<file path="src/rtl/game_pkg.sv">
// Shared defaults and the count-direction type for the game timer slice.
package game_pkg;
  localparam int DEF_BASE_DIV = 5000000;
  localparam int DEF_SPEED_W  = 2;
  localparam int DEF_COUNT_W  = 10;

  typedef enum logic {
    UP   = 1'b0,
    DOWN = 1'b1
  } count_dir_e;
endpackage

</file>
<file path="src/rtl/game_timer_if.sv">
// Control/status bundle between a game timer and whoever drives it.
interface game_timer_if #(
  parameter int SPEED_W = 2,
  parameter int COUNT_W = 10
);
  logic               enable;
  logic [SPEED_W-1:0] speed;
  logic               clear;
  logic               mode_down;
  logic [COUNT_W-1:0] load_value;
  logic               wrap_en;
  logic               write;
  logic [COUNT_W-1:0] count;
  logic               tick;
  logic               expired;
  logic               write_tick;

  modport master (
    output enable, speed, clear, mode_down, load_value, wrap_en, write,
    input  count, tick, expired, write_tick
  );

  modport slave (
    input  enable, speed, clear, mode_down, load_value, wrap_en, write,
    output count, tick, expired, write_tick
  );
endinterface

</file>
<file path="src/rtl/game_prescaler.sv">
// Clock divider for the game timer: raises tick_raw once every BASE_DIV >> speed
// enabled cycles; tick_raw is combinational so the count updates on the same edge.
module game_prescaler
  import game_pkg::*;
#(
  parameter int BASE_DIV = DEF_BASE_DIV,
  parameter int SPEED_W  = DEF_SPEED_W
) (
  input  logic               CLOCK50M,
  input  logic               RESET_N,
  input  logic               enable,
  input  logic [SPEED_W-1:0] speed,
  input  logic               restart,
  output logic               tick_raw
);
  logic [31:0] presc;
  logic [31:0] term;

  assign term = (32'(BASE_DIV) >> speed) - 32'd1;

  // A speed change can leave presc above the new terminal; restart silently then.
  always_ff @(posedge CLOCK50M) begin
    if (!RESET_N) begin
      presc <= '0;
    end else if (restart) begin
      presc <= '0;
    end else if (enable) begin
      if (presc >= term) presc <= '0;
      else               presc <= presc + 32'd1;
    end
  end

  assign tick_raw = enable && !restart && (presc == term);
endmodule

</file>
<file path="src/rtl/game_timer.sv">
// Up/down game timer with wrap or saturate-and-expire at the terminal count.
// Optional GAME_TIMER_WRITE_SYNC_EN: defer write requests to the next tick (write_tick).
module game_timer
  import game_pkg::*;
#(
  parameter int BASE_DIV = DEF_BASE_DIV,
  parameter int SPEED_W  = DEF_SPEED_W,
  parameter int COUNT_W  = DEF_COUNT_W,
  parameter int LIMIT    = 2**COUNT_W - 1
) (
  input  logic    CLOCK50M,
  input  logic    RESET_N,
  game_timer_if.slave bus
);
  if ((BASE_DIV >> (2**SPEED_W - 1)) < 2) begin : g_div_check
    $error("game_timer: BASE_DIV too small for the fastest speed setting");
  end

  count_dir_e         mode_q;
  logic [COUNT_W-1:0] count_q;
  logic [COUNT_W-1:0] count_next;
  logic               tick_q;
  logic               expired_q;
  logic               tick_raw;
  logic               at_term;
  logic               do_tick;

  game_prescaler #(
    .BASE_DIV (BASE_DIV),
    .SPEED_W  (SPEED_W)
  ) u_prescaler (
    .CLOCK50M (CLOCK50M),
    .RESET_N  (RESET_N),
    .enable   (bus.enable && !expired_q),
    .speed    (bus.speed),
    .restart  (bus.clear),
    .tick_raw (tick_raw)
  );

  // A raw tick that lands on the terminal in saturate mode expires instead of counting.
  always_comb begin
    at_term    = (mode_q == DOWN) ? (count_q == '0) : (count_q == COUNT_W'(LIMIT));
    do_tick    = tick_raw && (bus.wrap_en || !at_term);
    count_next = count_q;
    if (mode_q == DOWN) count_next = at_term ? bus.load_value : count_q - COUNT_W'(1);
    else                count_next = at_term ? '0 : count_q + COUNT_W'(1);
  end

  always_ff @(posedge CLOCK50M) begin
    if (!RESET_N) begin
      count_q   <= '0;
      mode_q    <= UP;
      tick_q    <= 1'b0;
      expired_q <= 1'b0;
    end else if (bus.clear) begin
      count_q   <= bus.mode_down ? bus.load_value : '0;
      mode_q    <= bus.mode_down ? DOWN : UP;
      tick_q    <= 1'b0;
      expired_q <= 1'b0;
    end else begin
      tick_q <= do_tick;
      if (do_tick) count_q <= count_next;
      if (tick_raw && !do_tick) expired_q <= 1'b1;
    end
  end

  assign bus.count   = count_q;
  assign bus.tick    = tick_q;
  assign bus.expired = expired_q;

`ifdef GAME_TIMER_WRITE_SYNC_EN
  logic pending_q;
  logic write_tick_q;

  // A write seen on a tick edge belongs to the following tick.
  always_ff @(posedge CLOCK50M) begin
    if (!RESET_N || bus.clear) begin
      pending_q    <= 1'b0;
      write_tick_q <= 1'b0;
    end else begin
      write_tick_q <= do_tick && pending_q;
      if (do_tick) pending_q <= bus.write;
      else         pending_q <= pending_q || bus.write;
    end
  end

  assign bus.write_tick = write_tick_q;
`else
  logic unused_write;
  assign unused_write   = bus.write;
  assign bus.write_tick = 1'b0;
`endif
endmodule
</file>
<file path="src/flat_wrapper.sv">
// flat-port wrapper written by rule: the top's interface ports become plain ports
module game_timer_flat import game_pkg::*;
#(
  parameter int BASE_DIV = DEF_BASE_DIV,
  parameter int SPEED_W  = DEF_SPEED_W,
  parameter int COUNT_W  = DEF_COUNT_W,
  parameter int LIMIT    = 2**COUNT_W - 1
)
  (CLOCK50M, RESET_N, bus_enable, bus_speed, bus_clear, bus_mode_down, bus_load_value, bus_wrap_en, bus_write, bus_count, bus_tick, bus_expired, bus_write_tick);
  game_timer_if #(.SPEED_W(SPEED_W), .COUNT_W(COUNT_W)) bus_i ();
  input  logic CLOCK50M;
  input  logic RESET_N;
  input wire logic [$bits(bus_i.enable)-1:0] bus_enable;
  input wire logic [$bits(bus_i.speed)-1:0] bus_speed;
  input wire logic [$bits(bus_i.clear)-1:0] bus_clear;
  input wire logic [$bits(bus_i.mode_down)-1:0] bus_mode_down;
  input wire logic [$bits(bus_i.load_value)-1:0] bus_load_value;
  input wire logic [$bits(bus_i.wrap_en)-1:0] bus_wrap_en;
  input wire logic [$bits(bus_i.write)-1:0] bus_write;
  output wire logic [$bits(bus_i.count)-1:0] bus_count;
  output wire logic [$bits(bus_i.tick)-1:0] bus_tick;
  output wire logic [$bits(bus_i.expired)-1:0] bus_expired;
  output wire logic [$bits(bus_i.write_tick)-1:0] bus_write_tick;
  assign bus_i.enable = bus_enable;
  assign bus_i.speed = bus_speed;
  assign bus_i.clear = bus_clear;
  assign bus_i.mode_down = bus_mode_down;
  assign bus_i.load_value = bus_load_value;
  assign bus_i.wrap_en = bus_wrap_en;
  assign bus_i.write = bus_write;
  assign bus_count = bus_i.count;
  assign bus_tick = bus_i.tick;
  assign bus_expired = bus_i.expired;
  assign bus_write_tick = bus_i.write_tick;
  game_timer #(.BASE_DIV(BASE_DIV), .SPEED_W(SPEED_W), .COUNT_W(COUNT_W), .LIMIT(LIMIT)) u_core (.CLOCK50M(CLOCK50M), .RESET_N(RESET_N), .bus(bus_i));
endmodule
</file>
<file path="config.mk">
export PLATFORM = sky130hd
export DESIGN_NAME = game_timer_flat
export DESIGN_NICKNAME = d
export VERILOG_FILES = /design/src/rtl/game_pkg.sv /design/src/rtl/game_timer_if.sv /design/src/rtl/game_prescaler.sv /design/src/rtl/game_timer.sv /design/src/flat_wrapper.sv
export SDC_FILE = /design/constraint.sdc
export NUM_CORES = 1
export LEC_CHECK = 0
export CAP_MARGIN = 20
export CORE_MARGIN = 3
export CORE_UTILIZATION = 58
export CTS_CLUSTER_DIAMETER = 80
export DETAILED_ROUTE_END_ITERATION = 10
export HOLD_SLACK_MARGIN = 0.06
export MAX_ROUTING_LAYER = met4
export PLACE_DENSITY = 0.83
export SLEW_MARGIN = 20
export SYNTH_ARGS = -nofsm -noshare
export SYNTH_HDL_FRONTEND = slang
export SYNTH_HIERARCHICAL = 1
export SYNTH_SLANG_ARGS = --single-unit
export TNS_END_PERCENT = 50
</file>
<file path="constraint.sdc">
create_clock -name CLOCK50M -period 3.62 [get_ports CLOCK50M]
set_input_delay 0.724 -clock CLOCK50M [delete_from_list [all_inputs] [get_ports CLOCK50M]]
set_output_delay 0.724 -clock CLOCK50M [all_outputs]
set_load 0.02 [all_outputs]
</file>
Word level (Yosys, flattened, before mapping)
Index checks and enable logic that the tools add are counted.
{"block": "totals", "ff_bits": 45, "in_bits": 19, "out_inout_bits": 13, "elab_cells": 36}
{"block": "op_classes", "n_addsub": 4, "order_cmp": 1, "eq_ne": 2, "n_shift": 1, "n_mux": 9, "bitwise": 1, "n_reduce_logical": 13}
{"operator": "2-to-1 mux 10 bit", "n": 6}
{"operator": "adder 32 x 1 -> 32 bit, second input constant", "n": 1}
{"operator": "equality test 32 bit", "n": 1}
{"operator": ">= comparator 32 bit", "n": 1}
{"operator": "2-to-1 mux 32 bit", "n": 1}
{"operator": ">> shifter 23 x 2 -> 32 bit, first input constant", "n": 1}
{"operator": "subtractor 32 x 1 -> 32 bit, second input constant", "n": 1}
{"operator": "adder 10 x 1 -> 10 bit, second input constant", "n": 1}
{"operator": "equality test 10 bit, second input constant", "n": 1}
{"operator": "zero test 10 bit", "n": 1}
{"operator": "subtractor 10 x 1 -> 10 bit, second input constant", "n": 1}
{"operator": "logical AND 1 bit", "n": 5}
{"operator": "zero test 1 bit", "n": 4}
{"operator": "2-to-1 mux 1 bit", "n": 2}
{"operator": "nonzero test 2 bit", "n": 1}
{"operator": "OR reduction 2 bit", "n": 1}
{"operator": "logical OR 1 bit", "n": 1}
{"operator": "inverter 1 bit", "n": 1}

Logic depth before layout (Yosys ltp)
{"block": "depth", "word_depth": 7, "depth_mapped": 14, "depth_no_buf": 13}

Cells and area by module
Netlist, hierarchy kept.
{"mod": "game_prescaler", "instances": 1, "cells_each": 255, "area_per_inst_um2": 2371.0, "seq_area_each_um2": 640.6}
{"mod": "game_timer", "instances": 1, "cells_each": 156, "area_per_inst_um2": 1147.4, "seq_area_each_um2": 260.2}

Least setup slack after synthesis
OpenSTA, ideal clock, no wires.
{"block": "synth_timing", "path_kind": "input-to-reg", "start": "in bus_speed[0]", "end": "reg u_core.count_q[1], in the netlist u_core/bus.count[1]", "setup_ns": 0.074, "arrival_ns": 3.204, "required_ns": 3.546, "slack_ns": 0.342, "path_stages": 13, "path_buffers": 1, "cell_sequence": "inv_1 -> ha_1 -> inv_1 -> ha_1 -> and4_1 -> nand4bb_1 -> nand3b_1 -> nor3_1 -> o32a_1 -> o31a_1 -> clkbuf_1 -> o21ai_0 -> a31oi_1"}
{"block": "synth_between", "elab_chain_len": 6}
{"item": "from (decl)", "line": "flat_wrapper.sv:14", "source": "input wire logic [$bits(bus_i.speed)-1:0] bus_speed;"}
{"item": ">> shifter 23 x 2 -> 32 bit", "line": "game_prescaler.sv:19", "source": "assign term = (32'(BASE_DIV) >> speed) - 32'd1;"}
{"item": "subtractor 32 x 1 -> 32 bit", "line": "game_prescaler.sv:19"}
{"item": "equality test 32 bit", "line": "game_prescaler.sv:33", "source": "assign tick_raw = enable && !restart && (presc == term);"}
{"item": "logical AND 1 bit", "line": "game_prescaler.sv:33"}
{"item": "via u_core.tick_raw", "line": "game_timer.sv:24", "source": "logic tick_raw;"}
{"item": "logical AND 1 bit", "line": "game_timer.sv:43", "source": "do_tick = tick_raw && (bus.wrap_en || !at_term);"}
{"item": "nonzero test 2 bit (no source line)"}
{"item": "to (signal assigned)", "line": "game_timer.sv:56", "source": "count_q <= bus.mode_down ? bus.load_value : '0;"}
{"item": "to (signal assigned)", "line": "game_timer.sv:62", "source": "if (do_tick) count_q <= count_next;"}
{"item": "to (decl)", "line": "game_timer.sv:20", "source": "logic [COUNT_W-1:0] count_q;"}
The timed path passes the listed nets, and every way through them passes these cells.
A chain may end at the register's enable or synchronous reset.

Final worst setup path
Same ends and word-level chain as after synthesis.

==> qor.txt <==
Crit. End Element - flop
Placer Congestion - 0.895
min Tclk post-route - 3.39 ns
grt ovf - 0
Syn. warnings - 6
drt initial violations - 200
post-synthesis cell type count - 61
Sink Count - 45
Final Cycle Share - 93.7%
Setup TNS Final - 0 ns
global routing met3 resource utilization - 3.75%
Antenna diodes - 0
htree depth - 2
Pleak - 1.64 nW
via count - 3176
f_max - 0.295 GHz
Inserted Clock Buffers - 5
Max Slew Vio Count - 0
WL per Instance - 15.5 um
WL final - 8.13 mm
mean number of vias per cell - 6.07
Netlist Area Pre-Place - 0.00352 mm^2
Worst VDD drop - 0.000182 V
Synth async-reset ratio - 0%
Post-synth top flop - dfxtp_1
critical path class - in -> reg
clock root cell - clkbuf_8
RSZ-0062 raised after global routing - false
pwr/cell area - 258 mW/mm^2
share of layout cells above drive strength 1 - 12.9%
fin cells - 523
standard-cell rows - 27
Die Wd - 83.9 um
residual DRC count - 0
Mapped Cells - 411
Layout area overhead - 15.0%
die height - 83.9 um
vias in the first global route - 3096
Longest Clk Path Bufs - 2
maxcap violations - 0
met2 Resource Use GR - 38.3%
slew margin rel. - 57.0%
Port Buffers - 29
GRT Max-Usage Layer - met2
antenna violations before repair - 0
register bit total from synthesis - 45
hold crit path type - reg -> reg
setup violators final - 0
Core Footprint - 0.00568 mm^2
critical path peak fanout - 8
status - finished, final reports clean
CTS tree - done
Worst Path Required - 3.85 ns
fillcell total - 477
DP HPWL - 5.94 mm
IO Count - 32
clock skew - 0.00567 ns
area of the multi-input gates - 0.00248 mm^2
Sequential Area - 901 um^2
Data arrival, critical path - 3.62 ns
Cells after DPL - 515
Avg Synthesized Cell Area - 8.56 um^2
Antenna Nets Post-Route - 0
Reg clk slew, reported paths - 0.08 ns
GR Util met1 - 31.9%
Clk Latency, worst-skew pair - 0.29 ns
Setup crit start kind - primary input
largest net degree at the start of global routing - 33
Die Area - 0.00704 mm^2
Final #Nets - 511
final hold viol count - 0
Initial DRT Pass Iterations - 6
Seq/Total Area, Yosys - 25.6%
GRT Util Overall - 24.2%
# hold bufs at CTS - 0
Post-synth EDFFs - 0
Starting Density - 62.0%
Slew @ Worst Pin - 0.639 ns
first-pass GRT wire length - 14.1 mm
[Yosys cell counts, types with 6 or more instances]
| library cell | count | share of area, % |
|---|---|---|
| ha_1 | 41 | 15 |
| inv_1 | 16 | 1.7 |
| nor2_1 | 13 | 1.4 |
| a21oi_1 | 19 | 2.7 |
| a31oi_1 | 6 | 1.1 |
| and3_1 | 8 | 1.4 |
| nor3_1 | 17 | 2.4 |
| and4_1 | 7 | 1.7 |
| nand2_1 | 49 | 5.2 |
| nand3_1 | 17 | 2.4 |
| xnor2_1 | 11 | 2.7 |
| xor2_1 | 31 | 7.7 |
| dfxtp_1 | 45 | 26 |
| o21ai_0 | 12 | 1.7 |
| nor3_2 | 17 | 4.8 |
| clkbuf_1 | 12 | 1.3 |
| nand4_1 | 14 | 2.5 |
[layout by cell type, fill, tap and decap left out, types with 3 or more instances in the layout]
cell / netlist / layout
a21o_1: 4 / 4
a21oi_1: 19 / 19
a31oi_1: 6 / 6
and3_1: 8 / 8
and4_1: 7 / 7
buf_4: 1 / 15
clkbuf_8: 0 / 6
clkdlybuf4s50_1: 0 / 29
conb_1: 2 / 10
dfxtp_1: 45 / 45
ha_1: 41 / 41
inv_1: 16 / 16
nand2_1: 49 / 49
nand2b_1: 5 / 5
nand3_1: 17 / 17
nand3_4: 3 / 3
nand4_1: 14 / 14
nor2_1: 13 / 13
nor2b_1: 4 / 4
nor3_1: 17 / 16
nor3_2: 17 / 18
nor4_1: 3 / 3
o211ai_1: 4 / 4
o21ai_0: 12 / 12
o221a_2: 3 / 3
xnor2_1: 11 / 11
xor2_1: 31 / 31
[final cells by class]
cell class	count	share of cell area, %
multi-input cells	337	61.2
flip-flops and latches	45	22.3
repair buffers	46	10.7
well taps	72	2.23
clock buffers	7	2.13
inverters	16	1.48
[worst max-delay path, cell delays in order]
cell and delay [ns]:
clkdlybuf4s50_1 0.47, inv_1 0.07, ha_1 0.32, inv_1 0.07
ha_1 0.30, and4_1 0.19, nand4bb_1 0.15, nand3b_1 0.24
nor3_2 0.18, o32a_1 0.20, o31a_1 0.14, buf_4 0.15
buf_6 0.14, o21ai_0 0.10, a31oi_1 0.17
[path summary, 6_finish.rpt]
check / start / end / slack (ns) / cells after the start
worst max-delay path: bus_speed[0] / u_core/bus.count[1] / 0.23 / 15
worst min-delay path: u_core/bus.expired / u_core/bus.expired / 0.52 / 2
worst max register to register: u_core/mode_q / u_core/bus.count[1] / 0.94 / 8
worst min register to register: u_core/bus.expired / u_core/bus.expired / 0.52 / 2
[where the power goes]
part           leakage (nW)  internal (mW)  total, mW  switching (mW)
Combinational          1.23         0.0976      0.206           0.108
Sequential            0.365          0.503      0.526          0.0225
Clock                0.0443          0.152      0.313           0.161
[flip-flops by register name (all words and copies together) (netlist names)]
name                      count
u_core/bus.count             10
u_core/bus.expired            1
u_core/bus.tick               1
u_core/mode_q                 1
u_core/u_prescaler/presc     32
[per-stage QoR]
step	hold slack [ns]	total power, mW	worst slack [ns]	utilization, %	area [um^2]
4_1_cts	0.520	1.05	0.118	71.0	4030
3_3_place_gp	0.496	0.729	-0.0578	69.5	3950
2_1_floorplan	0.503	0.662	0.342	-	3550
6_report	0.516	1.04	0.229	71.3	4050
3_5_place_dp	0.492	0.736	-0.189	69.5	3950
5_1_grt	0.575	1.10	0.0238	71.3	4050
[cell families (layout without fill, tap and decap cells)]
kind of cell | Yosys count | in the layout | share of synthesized area (%)
AND/OR/NAND/NOR | 176 | 176 | 31.0
AO/OA/AOI/OAI | 67 | 67 | 12.8
flip-flops | 45 | 45 | 25.6
XOR/XNOR | 42 | 42 | 10.5
adder cells (fa/ha/maj) | 41 | 41 | 14.6
buffers and inverters | 37 | 69 | 5.01
other | 2 | 10 | 0.213
multiplexers | 1 | 1 | 0.285
[metal layers]
layer,part of all wire (%),routed length (um)
met1,47,3830
met2,46,3770
met3,5.1,415
met4,1.3,103
met5,0,0
[what timing repair did]
item,in CTS,in global routing
endpoints found under the setup margin,0,8
resized for setup,0,2
setup buffers,0,1
No activity file was read; power rests on OpenSTA's default activity.
